$ cat src/rtl/text_load_sequencer_if.sv
// ---------------------------------------------------------------------------
// text_load_sequencer_if
//   Groups the two character-source handshakes, the clear request and the
//   serial display load outputs of the text load sequencer into one bundle.
//
//   Signals
//     a_valid/a_data/a_last/a_ready : character source A handshake
//     b_valid/b_data/b_last/b_ready : character source B handshake
//     clear                         : single-cycle request to blank the buffer
//     disp_reset/disp_write/disp_din: serial load interface of the display
//     owner                         : 00 none, 01 A, 10 B, 11 clear running
//     busy                          : sequencer not idle
//     frame_done                    : one pulse per WORD_COUNT characters
//
//   Modports
//     master : the side that owns the sources (drives valid/data/last/clear)
//     slave  : the sequencer itself
// ---------------------------------------------------------------------------
interface text_load_sequencer_if #(
   parameter int CHAR_BITS = 7
);
   logic                 a_valid;
   logic [CHAR_BITS-1:0] a_data;
   logic                 a_last;
   logic                 a_ready;
   logic                 b_valid;
   logic [CHAR_BITS-1:0] b_data;
   logic                 b_last;
   logic                 b_ready;
   logic                 clear;
   logic                 disp_reset;
   logic                 disp_write;
   logic                 disp_din;
   logic [1:0]           owner;
   logic                 busy;
   logic                 frame_done;

   modport master (
      output a_valid, a_data, a_last, b_valid, b_data, b_last, clear,
      input  a_ready, b_ready, disp_reset, disp_write, disp_din, owner, busy,
             frame_done
   );

   modport slave (
      input  a_valid, a_data, a_last, b_valid, b_data, b_last, clear,
      output a_ready, b_ready, disp_reset, disp_write, disp_din, owner, busy,
             frame_done
   );
endinterface

$ cat src/rtl/text_load_sequencer.sv
// ---------------------------------------------------------------------------
// text_load_sequencer
//   Feeds a scrolling text display's serial load port from two independent
//   character sources. Each accepted character occupies one 8-cycle word slot
//   on the display: CHAR_BITS data bits LSB first, then one rotate cycle with
//   din low. Sources are arbitrated round-robin per message (a message is
//   locked to its source until the character flagged last), and a clear
//   request blanks the whole buffer by writing WORD_COUNT empty slots.
//   The sequencer owns the display reset so the display's internal slot
//   counter always lines up with our slot boundaries.
//
//   Ports
//     clk   : rising-edge clock shared with the display
//     reset : synchronous, active-low
//     bus   : text_load_sequencer_if.slave (sources, clear, display outputs)
// ---------------------------------------------------------------------------
module text_load_sequencer #(
   parameter int WORD_COUNT = 28,
   parameter int CHAR_BITS  = 7
) (
   input logic                   clk,
   input logic                   reset,
   text_load_sequencer_if.slave  bus
);

   localparam int SLOT_CYCLES  = CHAR_BITS + 1;
   localparam int CLEAR_CYCLES = WORD_COUNT * SLOT_CYCLES;
   localparam int CLR_W        = (CLEAR_CYCLES > 1) ? $clog2(CLEAR_CYCLES) : 1;
   localparam int CNT_W        = (WORD_COUNT > 1) ? $clog2(WORD_COUNT) : 1;
   localparam int IDX_W        = (CHAR_BITS > 1) ? $clog2(CHAR_BITS) : 1;

   typedef enum logic [2:0] {
      ST_HOLD,
      ST_IDLE,
      ST_SHIFT,
      ST_GAP,
      ST_CLEAR
   } state_t;

   state_t               state_q, state_d;
   logic                 hold_q, hold_d;
   logic [IDX_W-1:0]     idx_q, idx_d;
   logic [CHAR_BITS-1:0] data_q, data_d;
   logic                 src_q, src_d;
   logic                 last_q, last_d;
   logic                 lock_q, lock_d;
   logic                 last_grant_q, last_grant_d;
   logic                 clear_pend_q, clear_pend_d;
   logic [CNT_W-1:0]     char_cnt_q, char_cnt_d;
   logic [CLR_W-1:0]     clr_cnt_q, clr_cnt_d;
   logic                 frame_d;
   logic                 grant_a, grant_b;
   logic                 take_a, take_b;

   logic                 disp_reset_q, disp_reset_d;
   logic                 disp_write_q, disp_write_d;
   logic                 disp_din_q, disp_din_d;
   logic [1:0]           owner_q, owner_d;
   logic                 busy_q, busy_d;
   logic                 frame_done_q, frame_done_d;

   // State register. Every display-facing output is also a flop here so the
   // display sees clean registered levels; the *_d values come from the
   // output logic below, which looks at where we are going next. A low reset
   // throws away everything in flight, including a half-sent character, a
   // pending clear and the message lock. last_grant comes back as B so that
   // A wins the very first tie.
   always_ff @(posedge clk) begin
      if (!reset) begin
         state_q      <= ST_HOLD;
         hold_q       <= 1'b0;
         idx_q        <= '0;
         data_q       <= '0;
         src_q        <= 1'b0;
         last_q       <= 1'b0;
         lock_q       <= 1'b0;
         last_grant_q <= 1'b1;
         clear_pend_q <= 1'b0;
         char_cnt_q   <= '0;
         clr_cnt_q    <= '0;
         disp_reset_q <= 1'b1;
         disp_write_q <= 1'b0;
         disp_din_q   <= 1'b0;
         owner_q      <= 2'b00;
         busy_q       <= 1'b1;
         frame_done_q <= 1'b0;
      end else begin
         state_q      <= state_d;
         hold_q       <= hold_d;
         idx_q        <= idx_d;
         data_q       <= data_d;
         src_q        <= src_d;
         last_q       <= last_d;
         lock_q       <= lock_d;
         last_grant_q <= last_grant_d;
         clear_pend_q <= clear_pend_d;
         char_cnt_q   <= char_cnt_d;
         clr_cnt_q    <= clr_cnt_d;
         disp_reset_q <= disp_reset_d;
         disp_write_q <= disp_write_d;
         disp_din_q   <= disp_din_d;
         owner_q      <= owner_d;
         busy_q       <= busy_d;
         frame_done_q <= frame_done_d;
      end
   end

   // Next-state logic. The grant decision is made here because it steers
   // both the transition and the ready lines. Grants only exist in IDLE
   // (clear first, then the locked owner, then round-robin) and in GAP while
   // a message is still open, where the owner may chain its next character
   // straight into the following slot. A clear seen while busy is remembered
   // and merged with any later pulse until IDLE gets to execute it. The
   // character counter advances on entry to GAP so frame_done lines up with
   // the rotate cycle of the WORD_COUNT-th character.
   always_comb begin
      state_d      = state_q;
      hold_d       = hold_q;
      idx_d        = idx_q;
      data_d       = data_q;
      src_d        = src_q;
      last_d       = last_q;
      lock_d       = lock_q;
      last_grant_d = last_grant_q;
      clear_pend_d = clear_pend_q | bus.clear;
      char_cnt_d   = char_cnt_q;
      clr_cnt_d    = clr_cnt_q;
      frame_d      = 1'b0;
      grant_a      = 1'b0;
      grant_b      = 1'b0;
      take_a       = 1'b0;
      take_b       = 1'b0;

      case (state_q)
         ST_HOLD: begin
            if (hold_q) begin
               state_d = ST_IDLE;
            end else begin
               hold_d = 1'b1;
            end
         end
         ST_IDLE: begin
            if (clear_pend_q || bus.clear) begin
               state_d      = ST_CLEAR;
               clr_cnt_d    = '0;
               clear_pend_d = 1'b0;
            end else if (lock_q) begin
               grant_a = !src_q && bus.a_valid;
               grant_b = src_q && bus.b_valid;
            end else if (bus.a_valid && bus.b_valid) begin
               grant_a = last_grant_q;
               grant_b = !last_grant_q;
            end else begin
               grant_a = bus.a_valid;
               grant_b = bus.b_valid;
            end
         end
         ST_SHIFT: begin
            if (idx_q == IDX_W'(CHAR_BITS - 1)) begin
               state_d = ST_GAP;
               frame_d = (char_cnt_q == CNT_W'(WORD_COUNT - 1));
               char_cnt_d = frame_d ? '0 : char_cnt_q + 1'b1;
            end else begin
               idx_d = idx_q + 1'b1;
            end
         end
         ST_GAP: begin
            state_d = ST_IDLE;
            if (last_q) begin
               lock_d       = 1'b0;
               last_grant_d = src_q;
            end else begin
               grant_a = !src_q;
               grant_b = src_q;
            end
         end
         ST_CLEAR: begin
            if (clr_cnt_q == CLR_W'(CLEAR_CYCLES - 1)) begin
               state_d    = ST_IDLE;
               char_cnt_d = '0;
            end else begin
               clr_cnt_d = clr_cnt_q + 1'b1;
            end
         end
         default: begin
            state_d = ST_HOLD;
         end
      endcase

      // A source must never believe it handed over a character that the
      // coming reset is about to throw away.
      if (!reset) begin
         grant_a = 1'b0;
         grant_b = 1'b0;
      end

      take_a = grant_a && bus.a_valid;
      take_b = grant_b && bus.b_valid;
      if (take_a || take_b) begin
         state_d = ST_SHIFT;
         idx_d   = '0;
         src_d   = take_b;
         data_d  = take_b ? bus.b_data : bus.a_data;
         last_d  = take_b ? bus.b_last : bus.a_last;
         if (!last_d) begin
            lock_d = 1'b1;
         end
      end
   end

   // Output logic. Computes the values the output flops take at the next
   // edge from the next-state values, so each registered output describes
   // the cycle the sequencer is entering. While idle, owner keeps showing a
   // source that still holds an open message.
   always_comb begin
      disp_reset_d = (state_d == ST_HOLD);
      disp_write_d = (state_d == ST_SHIFT) || (state_d == ST_GAP) ||
                     (state_d == ST_CLEAR);
      disp_din_d   = (state_d == ST_SHIFT) ? data_d[idx_d] : 1'b0;
      busy_d       = (state_d != ST_IDLE);
      frame_done_d = frame_d;
      owner_d      = 2'b00;
      case (state_d)
         ST_CLEAR: owner_d = 2'b11;
         ST_SHIFT,
         ST_GAP:   owner_d = src_d ? 2'b10 : 2'b01;
         ST_IDLE:  owner_d = lock_d ? (src_d ? 2'b10 : 2'b01) : 2'b00;
         default:  owner_d = 2'b00;
      endcase
   end

   assign bus.a_ready    = grant_a;
   assign bus.b_ready    = grant_b;
   assign bus.disp_reset = disp_reset_q;
   assign bus.disp_write = disp_write_q;
   assign bus.disp_din   = disp_din_q;
   assign bus.owner      = owner_q;
   assign bus.busy       = busy_q;
   assign bus.frame_done = frame_done_q;

endmodule

$ cat src/flat_wrapper.sv
// flat-port wrapper written by rule: the top's interface ports become plain ports
module text_load_sequencer_flat 
#(
   parameter int WORD_COUNT = 28,
   parameter int CHAR_BITS  = 7
)
  (clk, reset, bus_a_valid, bus_a_data, bus_a_last, bus_b_valid, bus_b_data, bus_b_last, bus_clear, bus_a_ready, bus_b_ready, bus_disp_reset, bus_disp_write, bus_disp_din, bus_owner, bus_busy, bus_frame_done);
  text_load_sequencer_if #(.CHAR_BITS(CHAR_BITS)) bus_i ();
  input logic clk;
  input logic reset;
  input wire logic [$bits(bus_i.a_valid)-1:0] bus_a_valid;
  input wire logic [$bits(bus_i.a_data)-1:0] bus_a_data;
  input wire logic [$bits(bus_i.a_last)-1:0] bus_a_last;
  input wire logic [$bits(bus_i.b_valid)-1:0] bus_b_valid;
  input wire logic [$bits(bus_i.b_data)-1:0] bus_b_data;
  input wire logic [$bits(bus_i.b_last)-1:0] bus_b_last;
  input wire logic [$bits(bus_i.clear)-1:0] bus_clear;
  output wire logic [$bits(bus_i.a_ready)-1:0] bus_a_ready;
  output wire logic [$bits(bus_i.b_ready)-1:0] bus_b_ready;
  output wire logic [$bits(bus_i.disp_reset)-1:0] bus_disp_reset;
  output wire logic [$bits(bus_i.disp_write)-1:0] bus_disp_write;
  output wire logic [$bits(bus_i.disp_din)-1:0] bus_disp_din;
  output wire logic [$bits(bus_i.owner)-1:0] bus_owner;
  output wire logic [$bits(bus_i.busy)-1:0] bus_busy;
  output wire logic [$bits(bus_i.frame_done)-1:0] bus_frame_done;
  assign bus_i.a_valid = bus_a_valid;
  assign bus_i.a_data = bus_a_data;
  assign bus_i.a_last = bus_a_last;
  assign bus_i.b_valid = bus_b_valid;
  assign bus_i.b_data = bus_b_data;
  assign bus_i.b_last = bus_b_last;
  assign bus_i.clear = bus_clear;
  assign bus_a_ready = bus_i.a_ready;
  assign bus_b_ready = bus_i.b_ready;
  assign bus_disp_reset = bus_i.disp_reset;
  assign bus_disp_write = bus_i.disp_write;
  assign bus_disp_din = bus_i.disp_din;
  assign bus_owner = bus_i.owner;
  assign bus_busy = bus_i.busy;
  assign bus_frame_done = bus_i.frame_done;
  text_load_sequencer #(.WORD_COUNT(WORD_COUNT), .CHAR_BITS(CHAR_BITS)) u_core (.clk(clk), .reset(reset), .bus(bus_i));
endmodule
$ cat config.mk
export PLATFORM = sky130hd
export DESIGN_NAME = text_load_sequencer_flat
export DESIGN_NICKNAME = d
export VERILOG_FILES = /design/src/rtl/text_load_sequencer_if.sv /design/src/rtl/text_load_sequencer.sv /design/src/flat_wrapper.sv
export SDC_FILE = /design/constraint.sdc
export NUM_CORES = 1
export LEC_CHECK = 0
export BUFFER_PORTS_ARGS = -buffer_cell sky130_fd_sc_hd__buf_2
export CORE_MARGIN = 8
export CORE_UTILIZATION = 51
export CTS_CLUSTER_DIAMETER = 40
export DETAILED_ROUTE_END_ITERATION = 12
export GPL_TIMING_DRIVEN = 1
export HOLD_SLACK_MARGIN = 0.05
export PLACE_DENSITY = 0.75
export SLEW_MARGIN = 0
export SYNTH_ARGS = -nofsm -noshare
export SYNTH_HDL_FRONTEND = slang
export SYNTH_SLANG_ARGS = --single-unit
$ cat constraint.sdc
create_clock -name clk -period 2 [get_ports clk]
set_clock_uncertainty 0.2 [all_clocks]
set_input_delay 0.4 -clock clk [delete_from_list [all_inputs] [get_ports clk]]
set_output_delay 0.4 -clock clk [all_outputs]
set_load 0.005 [all_outputs]
Word-level counts from Yosys, hierarchy flattened. Cells that the tools add are included.

Register bits: 39. Input bits: 21. Output and inout port bits: 9.

$add $sub $neg: 3. Magnitude comparators: 1. Eq/ne operators: 16. Muxes and demuxes: 43. Bitwise operators: 1. Reduce and logical (&&, ||, !) cells: 21.

Operators with widths (number): $mux 3 (8); $mux 1 (19); $mux 8 (2); $pmux 8 s2 (1); $mux 5 (3); $pmux 3 s5 (1); $mux 7 (2); $eq 3x2->1 const B (4); $pmux 5 s2 (1); $eq 3x3->1 const B (3); $reduce_and 3->1 (3); $add 8x1->8 const B (1); $eq 8x8->1 const B (1); $eq 3x1->1 const B (2); $logic_not 3->1 (2); $ne 2x1->1 const B (3); $pmux 2 s3 (1); $add 5x1->5 const B (1); $eq 5x5->1 const B (1); $logic_and 1x1->1 (5); $logic_or 1x1->1 (4); $lt 3x4->1 const B (1); $mux 2 (2); $pmux 1 s2 (2); other kinds (9) (12).

Depth between registers and ports, before layout. Gate-level depths: netlist of run 1.

Depth after elaboration: 12. Depth in mapped cells: 9. Gate-level depth less buffers: 7.

Worst setup path before layout of run 1. OpenSTA, ideal clock, no wires.

Path kind: register -> register. Start: register u_core.idx_q[0]. End: register u_core.disp_din_q (netlist: u_core.bus.disp_din). Arrival time: 1.851 ns. Required time: 1.668 ns. Path slack: -0.183 ns. Stages on the path, launching flop included: 9. Cells stage by stage: dfxtp_1 clkbuf_1 inv_1 ha_1 mux2_2 nand4_1 o31ai_1 o311ai_1 a311oi_1.

Cells in the longest elaborated chain, start to end: 6.

RTL lines: start, declared (RTL line text_load_sequencer.sv:42) `logic [IDX_W-1:0] idx_q, idx_d;`; start signal, assigned (RTL line text_load_sequencer.sv:90) `idx_q <= idx_d;`; $add 3x1->3 / $eq 3x3->1 (equally long branches) (RTL line text_load_sequencer.sv:164, text_load_sequencer.sv:159); $mux 3 (RTL line text_load_sequencer.sv:159) `if (idx_q == IDX_W'(CHAR_BITS - 1)) begin`; $mux 3 / $pmux 3 s5 (equally long branches) (RTL line text_load_sequencer.sv:134) `case (state_q)`; $mux 3 (RTL line text_load_sequencer.sv:199) `if (take_a || take_b) begin`; $bmux 1 s3 / $eq 3x2->1 (equally long branches) (RTL line text_load_sequencer.sv:219) `disp_din_d = (state_d == ST_SHIFT) ? data_d[idx_d] : 1'b0;`; $mux 1 (implied by the code) / $reduce_and 2->1 (equally long branches); end signal, assigned (RTL line text_load_sequencer.sv:101) `disp_din_q <= disp_din_d;`; end, declared (RTL line text_load_sequencer.sv:57) `logic disp_din_q, disp_din_d;`.

Several ways; a longest one is shown, not always the timed one. The select of a mux whose other input is x is not followed. A chain may end at the register's enable or synchronous reset.

Final worst setup path of run 1.
Start: register u_core.lock_q. End: register u_core.busy_q (netlist: u_core.bus.busy).

Cells in the longest elaborated chain, start to end: 8.

RTL lines: start, declared (RTL line text_load_sequencer.sv:46) `logic lock_q, lock_d;`; start signal, assigned (RTL line text_load_sequencer.sv:94) `lock_q <= lock_d;`; $mux 1 (RTL line text_load_sequencer.sv:147) `end else if (lock_q) begin`; $mux 1 (RTL line text_load_sequencer.sv:143) `if (clear_pend_q || bus.clear) begin`; $pmux 1 s2 (RTL line text_load_sequencer.sv:134); $mux 1 (RTL line text_load_sequencer.sv:192) `if (!reset) begin`; $logic_and 1x1->1 (on tied branches) (RTL line text_load_sequencer.sv:197, text_load_sequencer.sv:198); $logic_or 1x1->1 (*) (RTL line text_load_sequencer.sv:199); $mux 3 (*) (RTL line text_load_sequencer.sv:199); $ne 3x1->1 (*) (RTL line text_load_sequencer.sv:220) `busy_d = (state_d != ST_IDLE);`; end signal, assigned (RTL line text_load_sequencer.sv:103) `busy_q <= busy_d;`; end, declared (RTL line text_load_sequencer.sv:59) `logic busy_q, busy_d;`.

Every way passes the cells marked *; elsewhere a longest branch is shown, timed or not.

==> summary.txt, run 1 <==
Power
  • P per Cell Area: ~580 nW/um2
  • Int Pwr: 1.21 mW
  • Total power: about 1.7 mW
  • Clock share of power: 0.331
  • Leak: between 1 and 1.5 nW
  • Sequential Power Share: 0.498
  • Sw Share: 0.269
  • Peak VDD IR: slightly below 500 uV
  • Gate power share: 0.171
  • Sw power: approximately 0.44 mW

Synth
  • Largest area contributor in the netlist: dfxtp_1
  • Cells after synthesis: roughly 250
  • Synth Cell Area: around 2100 um2
  • Synth warnings: 0
  • Top_reg_cell synth: dfxtp_1
  • Post-synth EDFFs: 0
  • Flop and latch count out of synthesis: 39
  • Top-area cell type share of the netlist area: 0.372
  • Asr flop ratio synth: 0
  • Synth cell types: 56
  • Area contributors post-synth: dfxtp_1, nand2_1, nor2_1
  • Syn Nets: around 270
  • Syn avg cell area: 8.47 um2
  • Sequential area share after synthesis: 0.372

Route
  • Initial detailed-routing violation count: about 120
  • Via density: 5.75
  • Routed length per placed instance: 15.9 um
  • Detailed Route WL: ~5.8 mm
  • Antenna Nets Post-Route: 0
  • DR vias: roughly 2.1k
  • First-pass DRT Iterations: 4
  • DRC viols: 0

Clock network
  • CTS tree: built
  • Clock Pin Slew Worst Setup and Hold Paths: 0.07 ns
  • H-tree Lvls: 2
  • Clock buffer depth: 2
  • Total CTS buffers: 5
  • Worst-Skew Late Latency: around 0.29 ns
  • Root buffer cell: clkbuf_8
  • Sink Count: 39

Final layout
  • Commonest non-fill, non-tap cells in the layout: buf_4, nand2_1, dfxtp_1
  • Commonest non-fill, non-tap cell in the layout: buf_4
  • Share of layout cells above drive strength 1: 0.379
  • Finished Layout Cells: roughly 360
  • ANT cells: 0
  • Area delta synth->final: 35.2%
  • Final net count: between 300 and 400
  • Fill cells: between 200 and 300
  • Final Util: 0.715

GRT
  • GR Overflow Total: 0
  • Vias in the first global route: between 2k and 2.5k
  • Antenna violations before repair: 0
  • First-pass GRT wire length: just over 9 mm
  • Largest net degree at the start of global routing: 21
  • Aggregate global-route resource usage: 0.174

Worst setup path
  • FF-to-FF path depth: 7
  • Critical Path AT: approximately 2 ns
  • CP endpoint kind: register
  • Crit Path Max Fanout: 10
  • Critical Path RT: a little under 2 ns
  • R2R setup slack: -0.04 ns
  • Worst r2r src: u_core.lock_q$_SDFF_PN0_
  • Reg2reg end: u_core.bus.busy$_SDFF_PN1_
  • CP startpoint kind: register
  • Setup crit end: u_core.bus.busy$_SDFF_PN1_
  • Critical Path Source: u_core.lock_q$_SDFF_PN0_
  • Crit Path Class: register to register

STA
  • Hold Slack: around 0.16 ns
  • Period utilization: 1.02
  • Fmax: 490 MHz
  • Max-slew violations: 0
  • RSZ-0062 raised after global routing: true
  • Fin. Hold Viols: 0
  • Min cycle time layout: roughly 2 ns
  • Fin worst setup slack: -0.0411 ns
  • Worst Max-Slew Pin Slew: roughly 0.50 ns
  • Worst slew margin: 0.663
  • Final setup vio count: 11

Die
  • Die area: ~6400 um2
  • Die W: roughly 80 um
  • I/O pins: 30
  • Initial Util: 0.529
  • Core Region: roughly 4000 um2
  • Die H: about 80 um
  • # rows: 23

Run status
  • Outcome: finished with violations
  • Failing checks: setup timing

Hold path
  • Worst Hold Class: input port to register

Placed design
  • Place WS: -0.0714 ns
  • Dpl hpwl: around 3.8 mm
  • Cells after DPL: roughly 350
  • Gpl congestion: between 0.8 and 0.9
  • Port bufs: 29

Run
  • # Max-Cap Violations: 0
[Yosys cell counts (2+ instances only)]
cell type / count
and3_1: 2
nor2b_1: 8
nor3_1: 3
clkbuf_1: 5
a21o_1: 2
nor4b_1: 2
a311oi_1: 7
a211oi_1: 5
inv_1: 8
o21a_1: 3
and3b_1: 2
buf_2: 6
o31ai_1: 5
nor2_1: 25
nand3b_1: 3
o21ai_0: 4
o21ai_1: 3
nand3_1: 10
nand2b_1: 4
and2_1: 2
buf_4: 3
xnor2_1: 5
a21oi_1: 13
nand4_1: 6
ha_1: 4
a2111oi_2: 3
a211o_1: 2
dfxtp_1: 39
mux2_2: 2
nand2_1: 32
mux2i_1: 5
[cell type report]
class / count / area [um2] / share of cell area
repair buffers: 73 / 479 / 0.169
clock buffers: 6 / 82.6 / 0.0291
inverters: 9 / 33.8 / 0.0119
clock inverters: 1 / 5.00 / 0.00176
multi-input cells: 186 / 1380 / 0.485
well taps: 50 / 62.6 / 0.0220
flip-flops and latches: 39 / 798 / 0.281
[power by group through the flow]
stage / registers (mW) / clock network [mW] / logic [mW]
2_1_floorplan: 0.833 / 0 / 0.132
6_report: 0.823 / 0.547 / 0.283
3_5_place_dp: 0.837 / 0 / 0.237
4_1_cts: 0.822 / 0.556 / 0.256
3_3_place_gp: 0.837 / 0 / 0.231
5_1_grt: 0.826 / 0.579 / 0.309
[cells by family (layout without fill, tap and decap cells)]
logic type               count (synthesis)  in the layout  synth area share
flip-flops                              39             39             0.372
buffers and inverters                   23             89            0.0501
adder cells (fa/ha/maj)                  4              4            0.0238
multiplexers                             7              7            0.0346
XOR/XNOR                                 5              5            0.0209
AND/OR/NAND/NOR                        109            109             0.277
AO/OA/AOI/OAI                           61             61             0.222
[how the worst min path moves through the flow]
stage | cells past startpoint | endpoint | from | slack [ns]
2_1_floorplan | 2 | u_core.data_q[0]$_SDFF_PN0_ | u_core.data_q[0]$_SDFF_PN0_ | 0.23
3_3_place_gp | 2 | u_core.hold_q$_SDFFE_PN0P_ | u_core.hold_q$_SDFFE_PN0P_ | 0.24
3_5_place_dp | 2 | u_core.data_q[0]$_SDFF_PN0_ | u_core.data_q[0]$_SDFF_PN0_ | 0.25
4_1_cts | 2 | u_core.last_grant_q$_SDFFE_PN1P_ | reset | 0.16
5_1_grt | 3 | u_core.data_q[3]$_SDFF_PN0_ | bus_a_data[3] | 0.18
6_report | 3 | u_core.data_q[2]$_SDFF_PN0_ | bus_a_data[2] | 0.16
[flip-flops by register name, indices dropped and copies added, names as in the netlist, 2 cells and up]
name,count
u_core.idx_q,3
u_core.char_cnt_q,5
u_core.bus.owner,2
u_core.state_q,3
u_core.data_q,7
u_core.clr_cnt_q,8
[what timing repair did]
action / 4_1_cts / 5_1_grt
setup endpoints to repair: 4 / 24
hold buffers: 0 / 0
gates cloned: 0 / 0
pin swaps: 3 / 11
resized for setup: 11 / 26
buffers inserted: 3 / 5
[critical path, stage by stage, from the launching register on]
cell,delay [ns]
dfxtp_2,0.33
nor2b_2,0.17
o31ai_1,0.43
a21oi_2,0.14
buf_4,0.20
buf_4,0.14
nor4_2,0.19
nand3_1,0.12
[through the flow]
step                      setup TNS (ns)  cell area [um2]
final                             -0.188             2840
after global placement          -0.00307             2520
after floorplan                        0             2120
after detailed placement          -0.137             2520
after CTS                        -0.0334             2670
after global routing               -1.86             2840
[layer usage]
metal | GRT usage | share of wire | wire [um]
met5 | 0 | 0 | 0
met4 | 0.0691 | 0.017 | 101
met3 | 0.0413 | 0.058 | 334
met2 | 0.283 | 0.49 | 2850
met1 | 0.217 | 0.43 | 2500
(Power assumes the default switching activity.)
==> run 2: changes to the inputs <==
- SKIP_CTS_REPAIR_TIMING: unset -> 1
==> run 2 against run 1 <==
Against the previous run:
- the flow still finishes with violations (setup timing)
- final cell count decreased by 0.27%
- via count decreased by 2.4%
- sequential power about the same
- largest cell class unchanged
- combinational power decreased by 3%
- die area unchanged
- global-route usage decreased by 0.57 points
- register-to-register slack improved by 0.04 ns
- routed wire length decreased by 7.4%
- critical path depth unchanged
- sequential cell count unchanged
==> summary.txt, run 2 (synthesized netlist as in run 1, its figures left out) <==
Run status
  • Outcome: finished with violations
  • Failing checks: setup timing

Route
  • Antenna Nets Post-Route: 0 (unchanged)
  • DRC viols: 0 (unchanged)
  • Via density: 5.63 (-2.2%)
  • DR vias: 2043 (-2.4%)
  • First-pass DRT Iterations: 4 (unchanged)
  • Initial detailed-routing violation count: 93 (-23%)
  • Detailed Route WL: 5.36 mm (-7.4%)
  • Routed length per placed instance: 14.8 um (-7.2%)

Final layout
  • Sequential cell area: 798 um2 (unchanged)
  • Area of the multi-input gates: 1330 um2 (-3.3%)
  • Share of layout cells above drive strength 1: 0.371 (-0.00837)
  • Flip-flop count of the largest register after layout: 8 (unchanged)
  • Finished Cell Area: 2790 um2 (-1.7%)
  • Final net count: 338 (-0.29%)
  • Finished Layout Cells: 363 (-0.27%)
  • Most flop-heavy register: u_core.clr_cnt_q
  • Area delta synth->final: 32.8%
  • Fill cells: 309 (+4.4%)
  • ANT cells: 0 (unchanged)
  • Commonest non-fill, non-tap cells in the layout: buf_4, nand2_1, dfxtp_1
  • Commonest non-fill, non-tap cell in the layout: buf_4
  • Biggest regs: u_core.clr_cnt_q x8, u_core.data_q x7, u_core.char_cnt_q x5

Power
  • Total power: 1.64 mW (-0.89%)
  • P per Cell Area: 588 nW/um2 (+0.85%)
  • Peak VDD IR: 477 uV (-2.0%)
  • Leak: 1.11 nW (-0.28%)

Die
  • Die W: 80.2 um (unchanged)
  • # rows: 23 (unchanged)
  • Die H: 80.2 um (unchanged)
  • I/O pins: 30 (unchanged)
  • Core Region: 3970 um2 (unchanged)
  • Initial Util: 0.529 (unchanged)
  • Die area: 6430 um2 (unchanged)

Placed design
  • Port bufs: 29 (unchanged)
  • Cells after DPL: 349 (unchanged)
  • DP Area: 2520 um2 (unchanged)
  • Dpl hpwl: 3.81 mm (unchanged)
  • Gpl congestion: 0.807 (unchanged)

Worst setup path
  • Slowest cell on the critical path: dfxtp_4
  • CP Buf/Inv Count: 2 (unchanged)
  • Crit Path Class: register to output pin
  • Worst path cell trace: nor2b_1 -> buf_4 -> nand2b_4 -> nor2_2 -> o31ai_1 -> a21oi_2 -> buf_2
  • CP delay by family, top: flip-flops
  • Crit Path Max Fanout: 8 (-2)
  • CP startpoint kind: register
  • Critical Path AT: 1.52 ns (-0.50 ns)
  • Crit-path max cell delay: 0.38 ns (-0.05 ns)
  • CP endpoint kind: output pin
  • Critical Path RT: 1.40 ns (-0.57 ns)

GRT
  • Largest net degree at the start of global routing: 21 (unchanged)
  • Vias in the first global route: 1987 (-1.4%)
  • First-pass GRT wire length: 8.74 mm (-3.5%)
  • GR Overflow Total: 0 (unchanged)
  • Antenna violations before repair: 0 (unchanged)
  • Aggregate global-route resource usage: 0.169 (-0.00575)

Clock network
  • H-tree Lvls: 2 (unchanged)
  • Clock Pin Slew Worst Setup and Hold Paths: 0.07 ns (about the same)
  • CTS tree: built
  • Sink Count: 39 (unchanged)
  • Worst-Skew Late Latency: 0.29 ns (about the same)
  • Total CTS buffers: 5 (unchanged)
  • Root buffer cell: clkbuf_8
  • Clock buffer depth: 2 (unchanged)

STA
  • Worst slew margin: 0.758 (+0.0945)
  • Fin worst setup slack: -0.119 ns (-0.0781 ns)
  • Fmax: 472 MHz (-3.7%)
  • Worst Max-Slew Pin Slew: 0.363 ns (-0.138 ns)
  • Hold Slack: 0.164 ns (+0.000964 ns)
  • Max-slew violations: 0 (unchanged)
  • Period utilization: 1.06 (+0.0391)
  • Final setup vio count: 3 (-8)
  • RSZ-0062 raised after global routing: true
  • Min cycle time layout: 2.12 ns (+0.0781 ns)
  • Setup tns final: -0.151 ns (+0.0376 ns)
  • Fin. Hold Viols: 0 (unchanged)

Run
  • # Max-Cap Violations: 0 (unchanged)

Hold path
  • Worst Hold Class: input port to register
[run 2: cell count changes in the layout (fill, tap and decap cells not counted)]
cell	before	now
a2111oi_2	1	4
a2111oi_4	3	0
a21oi_1	10	12
a21oi_2	4	2
buf_4	43	41
buf_6	1	2
[run 2: where the power goes]
part	total [mW]	internal, mW	switching [mW]
Combinational	0.274	0.136	0.138
Sequential	0.823	0.802	0.0211
Clock	0.542	0.271	0.271
[run 2: final cells by class]
cell class                      count  area share
Sequential cell                    39       0.286
Clock buffer                        6      0.0296
Timing Repair Buffer               72       0.170
Inverter                            9      0.0121
Multi-Input combinational cell    186       0.477
Tap cell                           50      0.0224
Clock inverter                      1     0.00179
[run 2: worst paths after layout]
| kind | startpoint | to | slack, ns | depth (start not counted) |
|---|---|---|---|---|
| max | u_core.state_q[2]$_SDFF_PN0_ | bus_a_ready | -0.12 | 7 |
| min | bus_a_data[5] | u_core.data_q[5]$_SDFF_PN0_ | 0.16 | 3 |
| max reg2reg | u_core.state_q[2]$_SDFF_PN0_ | u_core.clr_cnt_q[5]$_SDFFE_PN0P_ | 0 | 8 |
| min reg2reg | u_core.data_q[0]$_SDFF_PN0_ | u_core.data_q[0]$_SDFF_PN0_ | 0.26 | 2 |
[run 2: worst min-delay path: stages]
cell      delay (ns)
buf_2           0.09
nand2_1         0.04
a311oi_1        0.07
[run 2: metal layers]
layer / wire length [um] / global-route usage
met4: 70 / 0.0673
met5: 0 / 0
met2: 2590 / 0.272
met1: 2450 / 0.210
met3: 242 / 0.0413
[run 2: stage by stage]
step / setup slack (ns) / utilization
3_3_place_gp: -0.00307 / 0.634
5_1_grt: -0.209 / 0.702
4_1_cts: -0.214 / 0.656
6_report: -0.119 / 0.702
2_1_floorplan: 0.00485 / -
3_5_place_dp: -0.0714 / 0.634
==> run 3: changes to the inputs <==
- SETUP_SLACK_MARGIN: unset -> 0.3
==> run 3 against run 2 <==
Against the previous run:
- the run still ends with setup timing left
- design area increased by 16%
- via count is 8.5% higher
- critical path depth is 2 lower
- first-iteration DRC count rose by 30%
- final cell count increased by 3.6%
- non-clock buffer count rose by 12
- setup slack got worse by 0.068 ns
- utilization up 11 points
- clock power grew 46%
- worst hold slack got worse by 0.016 ns
- critical path type unchanged
- clock-buffer cell count is the same
- sequential share of layout area decreased by 3.8 points
==> summary.txt, run 3 (synthesized netlist as in run 1, its figures left out) <==
Run status
  • Outcome: finished with violations
  • Failing checks: setup timing

Final layout
  • Biggest regs: u_core.clr_cnt_q x8, u_core.data_q x7, u_core.char_cnt_q x5
  • Share of layout cells above drive strength 1: 0.488 (+0.117)
  • Most flop-heavy register: u_core.clr_cnt_q
  • Area delta synth->final: 54.6%
  • Commonest non-fill, non-tap cell in the layout: buf_4
  • Flip-flop count of the largest register after layout: 8 (unchanged)
  • Commonest non-fill, non-tap cells in the layout: buf_4, dfxtp_1, nand2_1, buf_2, nor2_1
  • Fill cells: 237 (-23%)
  • ANT cells: 0 (unchanged)
  • Final Util: 0.817 (+0.115)
  • Final net count: 350 (+3.6%)

STA
  • RSZ-0062 raised after global routing: true
  • Fin. Hold Viols: 0 (unchanged)
  • Worst Max-Slew Pin Slew: 0.400 ns (+0.0376 ns)
  • Hold Slack: 0.148 ns (-0.0159 ns)
  • Min cycle time layout: 2.19 ns (+0.0675 ns)
  • Fin worst setup slack: -0.187 ns (-0.0675 ns)
  • Final setup vio count: 3 (unchanged)
  • Max-slew violations: 0 (unchanged)
  • Worst slew margin: 0.731 (-0.0264)
  • Period utilization: 1.09 (+0.0338)
  • Fmax: 457 MHz (-3.1%)

Placed design
  • Gpl congestion: 0.840 (+4.0%)
  • Dpl hpwl: 3.96 mm (+3.9%)
  • Port bufs: 29 (unchanged)

Worst setup path
  • CP Buf/Inv Count: 2 (unchanged)
  • Worst path cell trace: buf_4 -> nor4b_2 -> nand2_1 -> a21oi_1 -> buf_2
  • Crit Path Max Fanout: 5 (-3)
  • FF-to-FF path depth: 7 (-1)
  • R2R setup slack: -0.09 ns (-0.09 ns)
  • CP startpoint kind: register
  • Slowest cell on the critical path: dfxtp_2
  • Worst r2r src: u_core.state_q[0]$_SDFF_PN0_
  • Critical Path RT: 1.40 ns (about the same)
  • Critical Path AT: 1.59 ns (+0.07 ns)
  • Critical Path Source: u_core.src_q$_SDFF_PN0_
  • Crit-path max cell delay: 0.35 ns (-0.03 ns)
  • Reg2reg end: u_core.bus.disp_din$_SDFF_PN0_
  • CP endpoint kind: output pin
  • Crit Path Class: register to output pin
  • CP delay by family, top: simple AND/OR/NAND/NOR gates

Route
  • Detailed Route WL: 6.99 mm (+30%)
  • DR vias: 2217 (+8.5%)
  • First-pass DRT Iterations: 5 (+1)
  • DRC viols: 0 (unchanged)
  • Antenna Nets Post-Route: 0 (unchanged)
  • Routed length per placed instance: 18.6 um (+26%)
  • Via density: 5.90 (+4.8%)
  • Initial detailed-routing violation count: 121 (+30%)

Die
  • Initial Util: 0.529 (unchanged)
  • I/O pins: 30 (unchanged)
  • Die area: 6430 um2 (unchanged)
  • Core Region: 3970 um2 (unchanged)
  • Die H: 80.2 um (unchanged)
  • Die W: 80.2 um (unchanged)
  • # rows: 23 (unchanged)

GRT
  • Largest net degree at the start of global routing: 17 (-19%)
  • Antenna violations before repair: 0 (unchanged)
  • Vias in the first global route: 1986 (-0.050%)
  • First-pass GRT wire length: 8.90 mm (+1.8%)
  • Aggregate global-route resource usage: 0.173 (+0.00463)
  • GR Overflow Total: 0 (unchanged)

Hold path
  • Min-Delay Path Depth: 3 (unchanged)
  • Worst Hold Class: input port to register
  • Hold Path End: u_core.data_q[6]$_SDFF_PN0_
  • HP Start: bus_a_data[6]

Power
  • Peak VDD IR: 551 uV (+15%)
  • P per Cell Area: 616 nW/um2 (+4.8%)
  • Leak: 1.25 nW (+13%)

Clock network
  • CTS tree: built
  • Worst-Skew Late Latency: 0.30 ns (about the same)
  • Root buffer cell: clkbuf_8
  • Sink Count: 39 (unchanged)
  • Total CTS buffers: 5 (unchanged)
  • Clock Pin Slew Worst Setup and Hold Paths: 0.08 ns (about the same)
  • Clock buffer depth: 2 (unchanged)
  • H-tree Lvls: 2 (unchanged)

Run
  • # Max-Cap Violations: 0 (unchanged)
-- run 3: worst max-delay path by stage --
stage | end | slack (ns) | cells past startpoint
after CTS | bus_a_ready | -0.17 | 7
after detailed placement | u_core.bus.disp_din$_SDFF_PN0_ | -0.02 | 6
after floorplan | u_core.bus.disp_din$_SDFF_PN0_ | 0.17 | 8
after global routing | bus_a_ready | -0.25 | 5
final | bus_a_ready | -0.19 | 5
after global placement | u_core.bus.disp_din$_SDFF_PN0_ | 0.03 | 6
-- run 3: worst reg2reg max path, cell delays in order, from the launching register on --
cell	delay (ns)
dfxtp_2	0.34
buf_6	0.12
buf_6	0.11
nor3b_4	0.30
a211oi_1	0.13
a41o_1	0.23
o311ai_2	0.36
a311oi_1	0.17
-- run 3: power breakdown --
group | switching, mW | internal [mW]
logic | 0.194 | 0.192
clock network | 0.295 | 0.499
registers | 0.0211 | 0.798
-- run 3: final cells by class --
type                    count  area, um2  share of cell area
multi-input cells         186       1600               0.492
inverters                   9       36.3              0.0112
repair buffers             84        614               0.189
clock inverters             2       60.1              0.0185
well taps                  50       62.6              0.0193
clock buffers               6       72.6              0.0224
flip-flops and latches     39        805               0.248
-- run 3: per-layer routing --
metal,up-vias,share of wire,global-route usage
li1,1053,-,-
met1,1074,0.41,0.190
met2,72,0.52,0.309
met3,18,0.043,0.0368
met4,0,0.030,0.0818
met5,-,0,0
-- run 3: per-stage QoR --
step,total power [mW],setup TNS (ns),cells,setup slack (ns),instance area (um2)
6_report,2.00,-0.363,376,-0.187,3250
4_1_cts,1.86,-0.328,355,-0.174,2730
5_1_grt,2.06,-0.765,376,-0.251,3250
3_5_place_dp,1.09,-0.0184,347,-0.0184,2600
2_1_floorplan,0.983,0,248,0.165,2260
3_3_place_gp,1.08,0,347,0.0263,2600
